===== src/rtl/bip_control.sv =====
// bip_control: multi-cycle control unit for a small accumulator machine.
// Each instruction takes three cycles (FETCH, DECODE, EXEC). Opcode 00000
// halts the machine until reset.
// Build option: define BIP_CYCLE_COUNT_EN to add the 16-bit o_cycles counter.
module bip_control #(
  parameter int unsigned PCBITS = 11,
  parameter int unsigned OPBITS = 5,
  parameter int unsigned DTBITS = 11
) (
  input  logic              i_clk,
  input  logic              i_rst,
  input  logic              i_start,
  input  logic [15:0]       i_instr,
  output logic [PCBITS-1:0] o_pc,
  output logic [DTBITS-1:0] o_operand,
  output logic [1:0]        o_sel_a,
  output logic              o_sel_b,
  output logic              o_op,
  output logic              o_wr_acc,
  output logic              o_wr_ram,
  output logic              o_rd_ram,
`ifdef BIP_CYCLE_COUNT_EN
  output logic [15:0]       o_cycles,
`endif
  output logic              o_halt
);

  typedef enum logic [2:0] {
    StIdle,
    StFetch,
    StDecode,
    StExec,
    StHalt
  } state_e;

  localparam logic [OPBITS-1:0] OpHlt  = OPBITS'(0);
  localparam logic [OPBITS-1:0] OpSto  = OPBITS'(1);
  localparam logic [OPBITS-1:0] OpLd   = OPBITS'(2);
  localparam logic [OPBITS-1:0] OpLdi  = OPBITS'(3);
  localparam logic [OPBITS-1:0] OpAdd  = OPBITS'(4);
  localparam logic [OPBITS-1:0] OpAddi = OPBITS'(5);
  localparam logic [OPBITS-1:0] OpSub  = OPBITS'(6);
  localparam logic [OPBITS-1:0] OpSubi = OPBITS'(7);

  // Accumulator source encodings
  localparam logic [1:0] SelRam = 2'd0;
  localparam logic [1:0] SelImm = 2'd1;
  localparam logic [1:0] SelAlu = 2'd2;

  state_e            state_q, state_d;
  logic [15:0]       ir_q, ir_d;
  logic [PCBITS-1:0] pc_q, pc_d;

  logic [OPBITS-1:0] opcode;
  logic [1:0]        dec_sel_a;
  logic              dec_sel_b;
  logic              dec_op;
  logic              dec_wr_acc;
  logic              dec_wr_ram;
  logic              dec_rd_ram;
  logic              in_exec;

  assign opcode  = ir_q[15 -: OPBITS];
  assign in_exec = (state_q == StExec);

  // Next-state logic: fetch/decode/exec loop, HALT absorbing, start honoured only in IDLE
  always_comb begin
    state_d = state_q;
    ir_d    = ir_q;
    pc_d    = pc_q;
    unique case (state_q)
      StIdle: begin
        if (i_start) state_d = StFetch;
      end
      StFetch: begin
        ir_d    = i_instr;
        state_d = StDecode;
      end
      StDecode: begin
        state_d = (opcode == OpHlt) ? StHalt : StExec;
      end
      StExec: begin
        // Wraps from all-ones to zero without any indication
        pc_d    = pc_q + PCBITS'(1);
        state_d = StFetch;
      end
      StHalt: begin
        state_d = StHalt;
      end
      default: begin
        state_d = StIdle;
      end
    endcase
  end

  // State, instruction and program counter registers with synchronous reset
  always_ff @(posedge i_clk) begin
    if (i_rst) begin
      state_q <= StIdle;
      ir_q    <= '0;
      pc_q    <= '0;
    end else begin
      state_q <= state_d;
      ir_q    <= ir_d;
      pc_q    <= pc_d;
    end
  end

  // Opcode decode; data-path selects follow IR, undefined opcodes decode as NOP
  always_comb begin
    dec_sel_a  = SelRam;
    dec_sel_b  = 1'b0;
    dec_op     = 1'b0;
    dec_wr_acc = 1'b0;
    dec_wr_ram = 1'b0;
    dec_rd_ram = 1'b0;
    case (opcode)
      OpSto: begin
        dec_wr_ram = 1'b1;
      end
      OpLd: begin
        dec_rd_ram = 1'b1;
        dec_sel_a  = SelRam;
        dec_wr_acc = 1'b1;
      end
      OpLdi: begin
        dec_sel_a  = SelImm;
        dec_wr_acc = 1'b1;
      end
      OpAdd, OpSub: begin
        dec_rd_ram = 1'b1;
        dec_sel_b  = 1'b0;
        dec_sel_a  = SelAlu;
        dec_wr_acc = 1'b1;
        dec_op     = (opcode == OpSub);
      end
      OpAddi, OpSubi: begin
        dec_sel_b  = 1'b1;
        dec_sel_a  = SelAlu;
        dec_wr_acc = 1'b1;
        dec_op     = (opcode == OpSubi);
      end
      default: begin
      end
    endcase
  end

  assign o_pc      = pc_q;
  assign o_operand = ir_q[DTBITS-1:0];
  assign o_sel_a   = dec_sel_a;
  assign o_sel_b   = dec_sel_b;
  assign o_op      = dec_op;
  // Strobes gated so they pulse only during the single EXEC cycle
  assign o_wr_acc  = dec_wr_acc & in_exec;
  assign o_wr_ram  = dec_wr_ram & in_exec;
  assign o_rd_ram  = dec_rd_ram & in_exec;
  assign o_halt    = (state_q == StHalt);

`ifdef BIP_CYCLE_COUNT_EN
  logic [15:0] cycles_q, cycles_d;
  logic        running;

  assign running = (state_q == StFetch) || (state_q == StDecode) || (state_q == StExec);

  // Count active cycles only, saturating at all-ones
  always_comb begin
    cycles_d = cycles_q;
    if (running && (cycles_q != 16'hFFFF)) cycles_d = cycles_q + 16'd1;
  end

  // Cycle counter register
  always_ff @(posedge i_clk) begin
    if (i_rst) cycles_q <= '0;
    else       cycles_q <= cycles_d;
  end

  assign o_cycles = cycles_q;
`endif

endmodule


===== config.mk =====
export PLATFORM = sky130hd
export DESIGN_NAME = bip_control
export DESIGN_NICKNAME = d
export VERILOG_FILES = /design/src/rtl/bip_control.sv
export SDC_FILE = /design/constraint.sdc
export NUM_CORES = 1
export LEC_CHECK = 0
export CAP_MARGIN = 5
export CORE_MARGIN = 10
export CORE_UTILIZATION = 43
export CTS_CLUSTER_DIAMETER = 200
export DETAILED_ROUTE_END_ITERATION = 8
export PLACE_DENSITY = 0.78
export SETUP_SLACK_MARGIN = 0.1
export SYNTH_ARGS = -nofsm -noshare
export SYNTH_HDL_FRONTEND = slang
export SYNTH_SLANG_ARGS = --single-unit

===== constraint.sdc =====
create_clock -name i_clk -period 1.95 [get_ports i_clk]
set_clock_uncertainty 0.15 [all_clocks]
set_input_delay 0.39 -clock i_clk [delete_from_list [all_inputs] [get_ports i_clk]]
set_output_delay 0.39 -clock i_clk [all_outputs]
set_load 0.005 [all_outputs]

==> results_tabular.tex <==
\begin{tabular}{lr}
\hline
Metric & Value \\
\hline
\multicolumn{2}{l}{\textbf{Outcome}} \\
Status & finished, final reports clean \\
\multicolumn{2}{l}{\textbf{Drt}} \\
Average wire length per cell after detail routing & 14.4 µm \\
Vias after detailed routing & 1246 \\
Drt initial violations & 46 \\
Remaining routing DRC violations & 0 \\
Total iterations of the first detailed-routing run & 4 \\
Total Wirelength & 3450 µm \\
Post-DR vias/cell & 5.19 \\
DRT antenna net count & 0 \\
\multicolumn{2}{l}{\textbf{Yosys}} \\
Synth Area in Adders & 0.955\% \\
\#FFs+latches synth & 30 \\
Synthesized instance count & 163 \\
Average instance area after synthesis & 8.04 µm² \\
Compound-Gate Fraction of Synth Area & 9.93\% \\
Count of distinct cell types in the synthesized netlist & 30 \\
Post-Synth XOR/XNOR Area & 5.35\% \\
Mapped Area & 1310 µm² \\
Syn\_nets & 183 \\
Dominant combinational cell family by area after synthesis & simple AND/OR/NAND/NOR gates \\
Share of synthesized area occupied by flip-flops and latches & 45.8\% \\
Total of warnings raised by yosys & 0 \\
Share of cell area taken by muxes after synthesis & 0.764\% \\
Area fraction in and, or, nand and nor cells after synthesis & 27.9\% \\
\multicolumn{2}{l}{\textbf{Power}} \\
Static Leak & 0.674 nW \\
Power density over cell area & 671 nW/µm² \\
Worst IR drop on VDD & 0.000432 V \\
Design Power & 1.24 mW \\
\multicolumn{2}{l}{\textbf{CTS}} \\
Number of clock sinks & 30 \\
CTS clock-pin slew for the worst setup and hold paths & 0.09 ns \\
CTS Hold Buffers Added & 0 \\
Max clock buf depth & 2 \\
Number of buffers created by CTS & 5 \\
CTS tree & yes \\
Number of levels the H-tree was split into & 2 \\
Latest clock arrival within the worst-skew pair & 0.32 ns \\
Library cell used as clock root buffer & sky130\_fd\_sc\_hd\_\_clkbuf\_4 \\
\multicolumn{2}{l}{\textbf{STA}} \\
Period Utilization, post-route & 94.2\% \\
Setup repair after global routing missed its margin & yes \\
Hold Fails Final Rpt & 0 \\
Slew @ Worst Pin & 0.545 ns \\
Fmax achieved & 545 MHz \\
Final setup viols & 0 \\
Final-report max-slew violation count & 0 \\
Relative max-transition margin & 63.7\% \\
Clock period minus final worst setup slack & 1.84 ns \\
\multicolumn{2}{l}{\textbf{Final layout}} \\
Fraction of layout cells with a size suffix above 1 & 16.3\% \\
Number of fillers in the final layout & 269 \\
Final std cell area, no fill & 1860 µm² \\
Signed area change from the synthesized netlist to the final layout & 41.6\% \\
Most used cells in the layout excluding fill and tap cells & 40 x sky130\_fd\_sc\_hd\_\_clkdlybuf4s50\_1, 37 x sky130\_fd\_sc\_hd\_\_nand2\_1, 22 x sky130\_fd\_sc\_hd\_\_dfxtp\_1 \\
Most common library cell in the layout ignoring fill and taps & sky130\_fd\_sc\_hd\_\_clkdlybuf4s50\_1 \\
Net total in the final layout & 228 \\
Final cell count without fillers & 240 \\
Antenna cell count & 0 \\
\multicolumn{2}{l}{\textbf{Global route}} \\
Tot GR Track Use & 12.4\% \\
Global-route wire length before repair & 5500 µm \\
Initial antenna violation count & 0 \\
Maximum number of pins on one net before global-route repair & 31 \\
Number of global-route vias before repair & 1257 \\
Global-route congestion overflow total & 0 \\
\multicolumn{2}{l}{\textbf{Floorplanning}} \\
Total core area & 2830 µm² \\
Die width & 75.2 µm \\
Floorplan die height & 75.2 µm \\
Starting density of the core & 46.3\% \\
Area of the die & 5650 µm² \\
Total number of placement rows & 19 \\
Boundary Pins & 49 \\
\multicolumn{2}{l}{\textbf{Setup path}} \\
Crit start category & flop \\
Data arrival time of the critical path & 1.30 ns \\
Worst setup EP type & primary output \\
Largest fanout on the critical path & 5 \\
Data required, critical path & 1.41 ns \\
CP Class & reg -> out \\
\multicolumn{2}{l}{\textbf{Placement}} \\
RD Place Congestion & 0.860 \\
Cells after DPL & 230 \\
Standard cell area after detailed placement & 1760 µm² \\
Detailed Place HPWL & 2570 µm \\
Number of port buffers & 48 \\
\multicolumn{2}{l}{\textbf{Job}} \\
Count of max-cap constraint violations & 0 \\
\multicolumn{2}{l}{\textbf{Min path}} \\
Hold WC Path Type & reg -> reg \\
\hline
\end{tabular}
[area by class of cell]
type / instances / area [µm²] / share of cell area [%]
clock buffer: 7 / 55.1 / 2.97
clock inverter: 1 / 5.00 / 0.270
inverter: 2 / 7.51 / 0.405
multi-input combinational: 113 / 609 / 32.8
sequential: 30 / 613 / 33.0
tap: 31 / 38.8 / 2.09
timing repair buffer: 56 / 527 / 28.4
[timing repair]
| action | in CTS | in global routing |
|---|---|---|
| buffers inserted | 1 | 1 |
| setup endpoints to repair | 9 | 12 |
| resized for setup | 20 | 16 |
| pin swaps | 1 | 3 |
[metrics by stage]
stage                     hold WS (ns)  setup WS, ns  utilization (%)   TNS, ns
after floorplan                  0.286         0.427                -         0
after global placement           0.293        0.0817             62.2         0
after detailed placement         0.299       -0.0449             62.2   -0.0449
after CTS                        0.313        0.0232             65.1         0
after global routing             0.325      -0.00369             65.6  -0.00369
final                            0.310         0.114             65.6         0
[flip-flops by register name, summed over array words and instances (netlist names)]
register / cells
ir_q: 16
state_q: 3
o_pc: 11
[layer usage]
metal  vias to the layer above  part of all wire (%)  global-route usage (%)
met2                        43                    47                    20.5
met3                        14                    10                    7.36
met5                         -                     0                       0
met4                         0                   3.1                    5.57
met1                       567                    39                    12.4
li1                        622                     -                       -
[report_power, final]
group / internal (mW) / leakage, nW / total [mW] / switching, mW
Sequential: 0.641 / 0.248 / 0.661 / 0.0196
Clock: 0.174 / 0.0353 / 0.374 / 0.200
Combinational: 0.114 / 0.391 / 0.210 / 0.0955
[final timing paths]
| check | startpoint | to | slack [ns] | cells after the start |
|---|---|---|---|---|
| hold reg to reg | ir_q[5]$_SDFFE_PP0N_ | ir_q[5]$_SDFFE_PP0N_ | 0.31 | 2 |
| setup reg to reg | state_q[2]$_SDFFE_PP0P_ | o_pc[9]$_SDFFE_PP0P_ | 0.29 | 5 |
| setup / recovery | ir_q[14]$_SDFFE_PP0N_ | o_wr_ram | 0.11 | 5 |
| hold / removal | ir_q[5]$_SDFFE_PP0N_ | ir_q[5]$_SDFFE_PP0N_ | 0.31 | 2 |
[worst max-delay path, cell delays in order, from the launching register on]
cell and delay (ns):
sky130_fd_sc_hd__dfxtp_2 0.34, sky130_fd_sc_hd__nor2_4 0.15, sky130_fd_sc_hd__buf_6 0.11, sky130_fd_sc_hd__nand2_2 0.06, sky130_fd_sc_hd__nor2_1 0.09, sky130_fd_sc_hd__clkdlybuf4s15_2 0.22
[cell usage after synthesis (all sizes together)]
cell | number | area [µm²]
nand2 | 38 | 143
dfxtp | 30 | 601
a21oi | 18 | 90.1
nor2 | 16 | 60.1
buf | 13 | 95.1
xnor2 | 6 | 52.6
clkbuf | 5 | 18.8
nor3 | 4 | 20.0
a211oi | 3 | 22.5
nand4 | 3 | 18.8
and3 | 2 | 12.5
inv | 2 | 7.51
nand2b | 2 | 12.5
nand3 | 2 | 10.0
nand3b | 2 | 15.0
nor4 | 2 | 12.5
o21ai | 2 | 10.0
or3b | 2 | 17.5
xor2 | 2 | 17.5
and2 | 1 | 6.26
and3b | 1 | 8.76
ha | 1 | 12.5
mux2i | 1 | 10.0
nand4b | 1 | 8.76
o31ai | 1 | 7.51
or2 | 1 | 6.26
or3 | 1 | 6.26
or4 | 1 | 7.51
[cells by family after synthesis]
logic type	Yosys count
adders and majority gates	1
xor gates and xnor gates	8
AOI/OAI and AO/OA	24
muxes	1
DFF	30
buffers and inverters	20
and+or+nand+nor	79
Power figures use the tool's default switching activity.
